===== src/rtl/fc_lane_sched_fsm.sv =====
// Control FSM for a P-lane fully-connected layer: loads the input vector,
// then sweeps the output rows in groups of P lanes, sequencing the shared
// vector address, the per-lane weight ROM address, the accumulator controls
// and the serialised per-lane output handshake.
module fc_lane_sched_fsm #(
    parameter int unsigned M = 13,
    parameter int unsigned N = 16,
    parameter int unsigned P = 4,
    localparam int unsigned G  = (M + P - 1) / P,
    localparam int unsigned AX = (N > 1) ? $clog2(N) : 1,
    localparam int unsigned AW = (G * N > 1) ? $clog2(G * N) : 1,
    localparam int unsigned AS = (P > 1) ? $clog2(P) : 1
) (
    input  logic          clk,
    input  logic          reset,
    input  logic          input_valid,
    output logic          input_ready,
    input  logic          output_ready,
    output logic          output_valid,
    output logic [AX-1:0] addr_x,
    output logic          wr_en_x,
    output logic [AW-1:0] addr_w,
    output logic          clear_acc,
    output logic          en_acc,
    output logic [AS-1:0] out_sel
);

    localparam int unsigned GW = (G > 1) ? $clog2(G) : 1;

    localparam logic [1:0] S_LOAD    = 2'd0;
    localparam logic [1:0] S_COMPUTE = 2'd1;
    localparam logic [1:0] S_DRAIN   = 2'd2;
    localparam logic [1:0] S_OUTPUT  = 2'd3;

    localparam logic [AX-1:0] K_LAST = AX'(N - 1);
    localparam logic [GW-1:0] G_LAST = GW'(G - 1);
    localparam logic [AS-1:0] L_LAST = AS'(P - 1);
    localparam logic [AW-1:0] N_W    = AW'(N);

    logic [1:0]    r_state;
    logic [AX-1:0] r_k;
    logic [GW-1:0] r_g;
    logic [AS-1:0] r_lane;
    logic          r_en_pipe;

    logic [1:0]    w_state_nxt;
    logic [AX-1:0] w_k_nxt;
    logic [GW-1:0] w_g_nxt;
    logic [AS-1:0] w_lane_nxt;
    logic          w_accept;
    logic          w_last;
    logic [31:0]   w_row;
    logic [AX-1:0] w_k_eff;

    assign w_accept = input_valid && (r_state == S_LOAD);
    // Global row index of the lane being presented; the final group may be partial.
    assign w_row    = 32'(r_g) * P + 32'(r_lane);
    assign w_last   = (r_lane == L_LAST) || (w_row == M - 1);
    // Outside COMPUTE the address outputs hold the last column read.
    assign w_k_eff  = (r_state == S_COMPUTE) ? r_k : K_LAST;

    // Next-state and counter update logic.
    always_comb begin
        w_state_nxt = r_state;
        w_k_nxt     = r_k;
        w_g_nxt     = r_g;
        w_lane_nxt  = r_lane;
        case (r_state)
            S_LOAD: begin
                if (w_accept) begin
                    if (r_k == K_LAST) begin
                        w_k_nxt     = '0;
                        w_g_nxt     = '0;
                        w_state_nxt = S_COMPUTE;
                    end else begin
                        w_k_nxt = r_k + AX'(1);
                    end
                end
            end
            S_COMPUTE: begin
                if (r_k == K_LAST) begin
                    w_k_nxt     = '0;
                    w_state_nxt = S_DRAIN;
                end else begin
                    w_k_nxt = r_k + AX'(1);
                end
            end
            S_DRAIN: begin
                w_lane_nxt  = '0;
                w_state_nxt = S_OUTPUT;
            end
            S_OUTPUT: begin
                if (output_ready) begin
                    if (!w_last) begin
                        w_lane_nxt = r_lane + AS'(1);
                    end else if (r_g == G_LAST) begin
                        w_k_nxt     = '0;
                        w_g_nxt     = '0;
                        w_lane_nxt  = '0;
                        w_state_nxt = S_LOAD;
                    end else begin
                        w_g_nxt     = r_g + GW'(1);
                        w_lane_nxt  = '0;
                        w_state_nxt = S_COMPUTE;
                    end
                end
            end
            default: begin
                w_state_nxt = S_LOAD;
            end
        endcase
    end

    // State registers; en_acc trails COMPUTE by one cycle to match read latency.
    always_ff @(posedge clk or posedge reset) begin
        if (reset) begin
            r_state   <= S_LOAD;
            r_k       <= '0;
            r_g       <= '0;
            r_lane    <= '0;
            r_en_pipe <= 1'b0;
        end else begin
            r_state   <= w_state_nxt;
            r_k       <= w_k_nxt;
            r_g       <= w_g_nxt;
            r_lane    <= w_lane_nxt;
            r_en_pipe <= (r_state == S_COMPUTE);
        end
    end

    // Output decode.
    always_comb begin
        input_ready  = (r_state == S_LOAD);
        wr_en_x      = input_valid && (r_state == S_LOAD) && !reset;
        addr_x       = (r_state == S_LOAD || r_state == S_COMPUTE) ? r_k : K_LAST;
        addr_w       = '0;
        if (r_state != S_LOAD) begin
            addr_w = AW'(r_g) * N_W + AW'(w_k_eff);
        end
        clear_acc    = (r_state == S_COMPUTE) && (r_k == '0);
        en_acc       = r_en_pipe;
        output_valid = (r_state == S_OUTPUT);
        out_sel      = r_lane;
    end

endmodule


===== config.mk =====
export PLATFORM = sky130hd
export DESIGN_NAME = fc_lane_sched_fsm
export DESIGN_NICKNAME = d
export VERILOG_FILES = /design/src/rtl/fc_lane_sched_fsm.sv
export SDC_FILE = /design/constraint.sdc
export NUM_CORES = 1
export LEC_CHECK = 0
export ABC_AREA = 1
export CAP_MARGIN = 20
export CORE_MARGIN = 2
export CORE_UTILIZATION = 30
export CTS_CLUSTER_DIAMETER = 200
export DETAILED_ROUTE_END_ITERATION = 12
export PLACE_DENSITY = 0.54
export SYNTH_ARGS = -nofsm -noshare
export SYNTH_HDL_FRONTEND = slang
export SYNTH_SLANG_ARGS = --single-unit

===== constraint.sdc =====
create_clock -name clk -period 2.2 [get_ports clk]
set_input_delay 0.44 -clock clk [delete_from_list [all_inputs] [get_ports clk]]
set_output_delay 0.44 -clock clk [all_outputs]
set_load 0.01 [all_outputs]

### Word level (Yosys, flattened, before mapping)

Index checks and enable logic that the tools add are counted.

| word-level totals | value |
|---|---|
| register bits after elaboration | 11 |
| bits of input ports | 4 |
| output and inout bits | 17 |
| word-level logic and storage cells | 64 |

| cells by class | value |
|---|---|
| $add $sub $neg | 5 |
| equal/unequal tests | 13 |
| multiplexer cells | 25 |
| reduce and logical (&&, ||, !) cells | 16 |

Operator list:

| kind | number |
|---|---|
| 2-to-1 mux 4 bit | 7 |
| 2-to-1 mux 2 bit | 12 |
| AND reduction 5 bit | 3 |
| one-hot mux 4 bit (3 select lines) | 1 |
| == test 2 bit, second input constant | 4 |
| != test 2 x 1 -> 1 bit, second input constant | 4 |
| one-hot mux 2 bit (2 select lines) | 2 |
| one-hot mux 2 bit (4 select lines) | 1 |
| adder 6 x 4 -> 6 bit | 1 |
| 2-to-1 mux 6 bit | 1 |
| nonzero test 2 bit | 3 |
| adder 4 x 2 -> 5 bit | 1 |
| == test 5 x 4 -> 1 bit, second input constant | 1 |
| adder 2 x 1 -> 2 bit, second input constant | 2 |
| adder 4 x 1 -> 4 bit, second input constant | 1 |
| == test 4 bit, second input constant | 1 |
| logical NOT 4 bit | 1 |
| != test 2 bit, second input constant | 2 |
| logical AND 1 bit | 3 |
| nonzero test 3 bit | 1 |
| == test 2 x 1 -> 1 bit, second input constant | 1 |
| logical NOT 2 bit | 1 |
| logical OR 1 bit | 2 |
| AND reduction 2 bit | 1 |
| other kinds (2) | 2 |

### Depth between registers and ports, before layout

| logic depth | value |
|---|---|
| depth after elaboration | 6 |
| depth in mapped cells | 9 |
| gate-level depth less buffers | 9 |

### Worst setup path after synthesis

Ideal clock, no wire load.

| timing path | value |
|---|---|
| path kind | register to output |
| start point | register r_state[1] |
| end point | output port wr_en_x |
| arrival | 1.287 ns |
| required time | 1.760 ns |
| slack | 0.473 ns |
| cell stages (with the launch flop) | 6 |
| path buffers | 1 |
| cell sequence | dfrtp_1 -> inv_1 -> ha_1 -> buf_4 -> inv_1 -> nor3_1 |

| on the way | value |
|---|---|
| cells in the longest elaborated chain, start to end | 3 |

Ends and longest elaborated chain:

| item | line | source |
|---|---|---|
| from (decl) | 40 | `logic [1:0] r_state;` |
| from (signal assigned) | 123 | `r_state <= w_state_nxt;` |
| logical NOT 2 bit | - |  |
| net input_ready | 17 | `output logic input_ready,` |
| logical AND 1 bit (2 in a row) | 134 | `wr_en_x = input_valid && (r_state == S_LOAD) && !reset;` |
| to (decl) | 21 | `output logic wr_en_x,` |

The timed path passes the listed nets, and every way through them passes these cells.

### Final worst setup path

| timing path | value |
|---|---|
| start point | register r_k[1] |
| end point | output port clear_acc |

| on the way | value |
|---|---|
| cells in the longest elaborated chain, start to end | 2 |

Ends and longest elaborated chain:

| item | line | source |
|---|---|---|
| from (decl) | 41 | `logic [AX-1:0] r_k;` |
| from (signal assigned) | 124 | `r_k <= w_k_nxt;` |
| logical NOT 4 bit | 140 | `clear_acc = (r_state == S_COMPUTE) && (r_k == '0);` |
| logical AND 1 bit | 140 |  |
| to (decl) | 23 | `output logic clear_acc,` |

No other way between the ends.

==> run summary <==
• outcome: complete, no violations
• critical path capture point type: output pin
• number of CTS-inserted buffers: 3
• Total Nets Final: 157
• Overall Power: 1.85 mW
• die area: 3470 um2
• H-tree levels: 1
• Post-route DRC: 0
• row count: 19
• Port Buf Inserts: 20
• number of top-level pins: 21
• signed area change from the synthesized netlist to the final layout: 32.8%
• Leakage Power: 0.638 nW
• Critical Path Source Type: flop
• Post-Route Skew: 0.000628 ns
• start of the worst register-to-register path: r_state[1]
• global-route usage over all layers: 13.9%
• sequential power share: 20.8%
• wire per inst: 11.7 um
• synth unique cells: 24
• core footprint: 2810 um2
• vias in the first global route: 846
• total negative slack: 0 ns
• part of the Yosys area used for sequential elements: 30.4%
• GR Util met3: 3.96%
• gp weighted congestion: 0.806
• 1st-iter DRT viols: 18
• Gate power share: 71.4%
• critical-path cell list: inv_1, ha_1, nand2_1, nor2_1, clkdlybuf4s50_1
• NetSw: 0.889 mW
• most heavily used metal layer in global routing: met2
• routing usage on met1: 16.8%
• total length of routed wires: 2040 um
• clock tree from TritonCTS: done
• count of TritonRoute iterations in the first routing pass: 4
• global route total overflow: 0
• terminus of the critical flop-to-flop path: r_k[3]
• share of post-route cells with drive strength above 1: 19.6%
• Avg Inst Size Synth: 7.80 um2
• worst-case reg-to-reg path depth: 9
• latest clock arrival within the worst-skew pair: 0.27 ns
• CTS Root Cell: clkbuf_4
• starting density of the core: 32.2%
• data arrival at the endpoint of the critical path: 1.66 ns
• P_int: 0.964 mW
• initial antenna violation count: 0
• count of state elements after synthesis: 11
• Final Max Slew Viols: 0
• Post-DRT Antenna Nets: 0
• number of max-capacitance violations reported: 0
• maximum frequency from static timing analysis: 477 MHz
• Reg clk slew, reported paths: 0.07 ns
• worst endpoint required time: 1.76 ns
• post-synthesis net count: 129
• slew at the pin closest to its max-slew limit: 0.479 ns
• sink count of the clock tree: 11
• width of the chip: 58.9 um
• final period utilization: 95.2%
• largest net degree at the start of global routing: 12
• Max VDD drop: 0.716 mV
• ant diodes: 0
• cell area reported after detailed placement: 1150 um2
• cell area after technology mapping: 905 um2
• GR Layer Usage met2: 24.0%
• cell total after placement: 169
• Warnings, synthesis: 0
• Final HPWL DP: 1660 um
• Synth Instances: 116
• Die H: 58.9 um
• Post-CTS Hold Fix Bufs: 0
• delay contributed by the slowest stage of the critical path: 0.54 ns
• unrepaired setup endpoints after global routing: no
• Sw Ratio: 48.0%
• Cell Pwr Density: 1540 nW/um2
• count of endpoints failing setup in the final report: 0
• cell family with the largest share of critical-path delay: buffers and inverters
• reg2reg setup slack: 0.64 ns
• worst slew slack as a fraction of its limit: 68.0%
• Clock power frac: 7.8%
• post-route insts no fill: 174
• Hold Crit Class: in -> async
• CP max-delay cell: clkdlybuf4s50_1
• post-route design area: 1200 um2
• detailed-route vias per instance: 4.66
• layout filler cell count: 300
• Hold Vio Cnt, Final: 0
• wire length of the first global-routing pass: 3680 um
• worst setup path class: reg -> out
• count of vias placed by the detailed router: 811
• maximum fanout encountered on the critical timing path: 5
• time the worst path needs with I/O delays and setup: 2.10 ns
• Max clock buf depth: 2
• crit path buf inv count: 2
==> power groups by stage <==
stage / sequential (mW) / clock (mW) / combinational, mW
after floorplan: 0.377 / 0 / 0.837
after global placement: 0.383 / 0 / 1.33
after detailed placement: 0.384 / 0 / 1.35
after CTS: 0.376 / 0.152 / 1.33
after global routing: 0.400 / 0.160 / 1.49
final: 0.386 / 0.144 / 1.32
==> metal layers <==
metal  wire [um]  part of all wire (%)
met5           0                     0
met4          16                  0.78
met3          54                   2.6
met2        1080                    53
met1         893                    44
==> cell type report <==
cell class              instances  area [um2]  share of cell area (%)
clock buffers                   4        26.3                    2.19
inverters                      22        82.6                    6.88
repair buffers                 25         235                    19.6
multi-input cells              81         543                    45.2
well taps                      31        38.8                    3.23
flip-flops and latches         11         275                    22.9
==> worst max-delay path by stage <==
stage                           start         to  slack (ns)  cells past startpoint
after floorplan            r_state[1]    wr_en_x        0.47                      5
after global placement    input_valid    wr_en_x        0.14                      4
after detailed placement  input_valid    wr_en_x        0.13                      4
after CTS                  r_state[1]  clear_acc       -0.01                      5
after global routing       r_state[1]  clear_acc       0.001                      5
final                          r_k[1]  clear_acc        0.10                      5
==> placed cells by master (no fill, tap or decap), types with 3 or more instances in the layout <==
master           Yosys  layout
inv_2                2       5
nand2_1             27      27
clkbuf_4             0       3
nand2_4              3       3
a21oi_1              5       5
inv_1               20      17
clkdlybuf4s50_1      0      12
o21ai_0              4       4
nand3_1              6       6
ha_1                 9       7
o21ai_1              4       4
dlygate4sd2_1        0       6
nor2_1               7       7
buf_4                1       5
dfrtp_1             11      11
==> cell families (layout without fill, tap and decap cells) <==
| family | Yosys count | count (layout) | share of synthesized area [%] |
|---|---|---|---|
| compound gates | 15 | 15 | 8.85 |
| xor+xnor | 1 | 1 | 0.968 |
| fa+ha+maj | 9 | 9 | 12.4 |
| buf+inv | 24 | 51 | 11.2 |
| flops | 11 | 11 | 30.4 |
| simple gates | 56 | 56 | 36.1 |
==> metrics by stage <==
step / setup WS [ns] / hold WS, ns / util [%]
floorplan: 0.473 / 0.292 / -
global placement: 0.142 / 0.514 / 41.2
detailed placement: 0.133 / 0.517 / 41.2
CTS: -0.0124 / 0.524 / 42.3
global route: 0.00103 / 0.556 / 42.8
finish: 0.105 / 0.511 / 42.8
==> sequential cells by signal (all words and copies together), names as in the netlist <==
signal and cells:
r_k 4, out_sel 2, r_g 2, r_state 2, en_acc 1
==> Yosys cell counts <==
| cell type | count | share of area, % |
|---|---|---|
| nand2_1 | 27 | 11 |
| nand3_4 | 2 | 3.9 |
| ha_1 | 9 | 12 |
| a21oi_1 | 5 | 2.8 |
| nand3b_1 | 1 | 0.83 |
| buf_4 | 1 | 0.83 |
| nor3_1 | 1 | 0.55 |
| nand2_8 | 1 | 2.2 |
| nor2_4 | 2 | 2.5 |
| inv_1 | 20 | 8.3 |
| o21ai_1 | 4 | 2.2 |
| nor2_2 | 1 | 0.69 |
| nand2_4 | 3 | 3.7 |
| o21bai_1 | 2 | 1.7 |
| nand2_2 | 2 | 1.4 |
| nand3_2 | 2 | 2.2 |
| inv_2 | 2 | 0.83 |
| nand4_1 | 1 | 0.69 |
| o21ai_0 | 4 | 2.2 |
| nor2_1 | 7 | 2.9 |
| dfrtp_1 | 11 | 30 |
| xnor2_1 | 1 | 0.97 |
| nand3_1 | 6 | 3.3 |
| buf_6 | 1 | 1.2 |
==> timing repair <==
action / CTS / global route
endpoints found under the hold margin: 0 / 0
resized for setup: 8 / 6
buffers inserted: 1 / 0
endpoints found under the setup margin: 8 / 3
(Power assumes the default switching activity.)
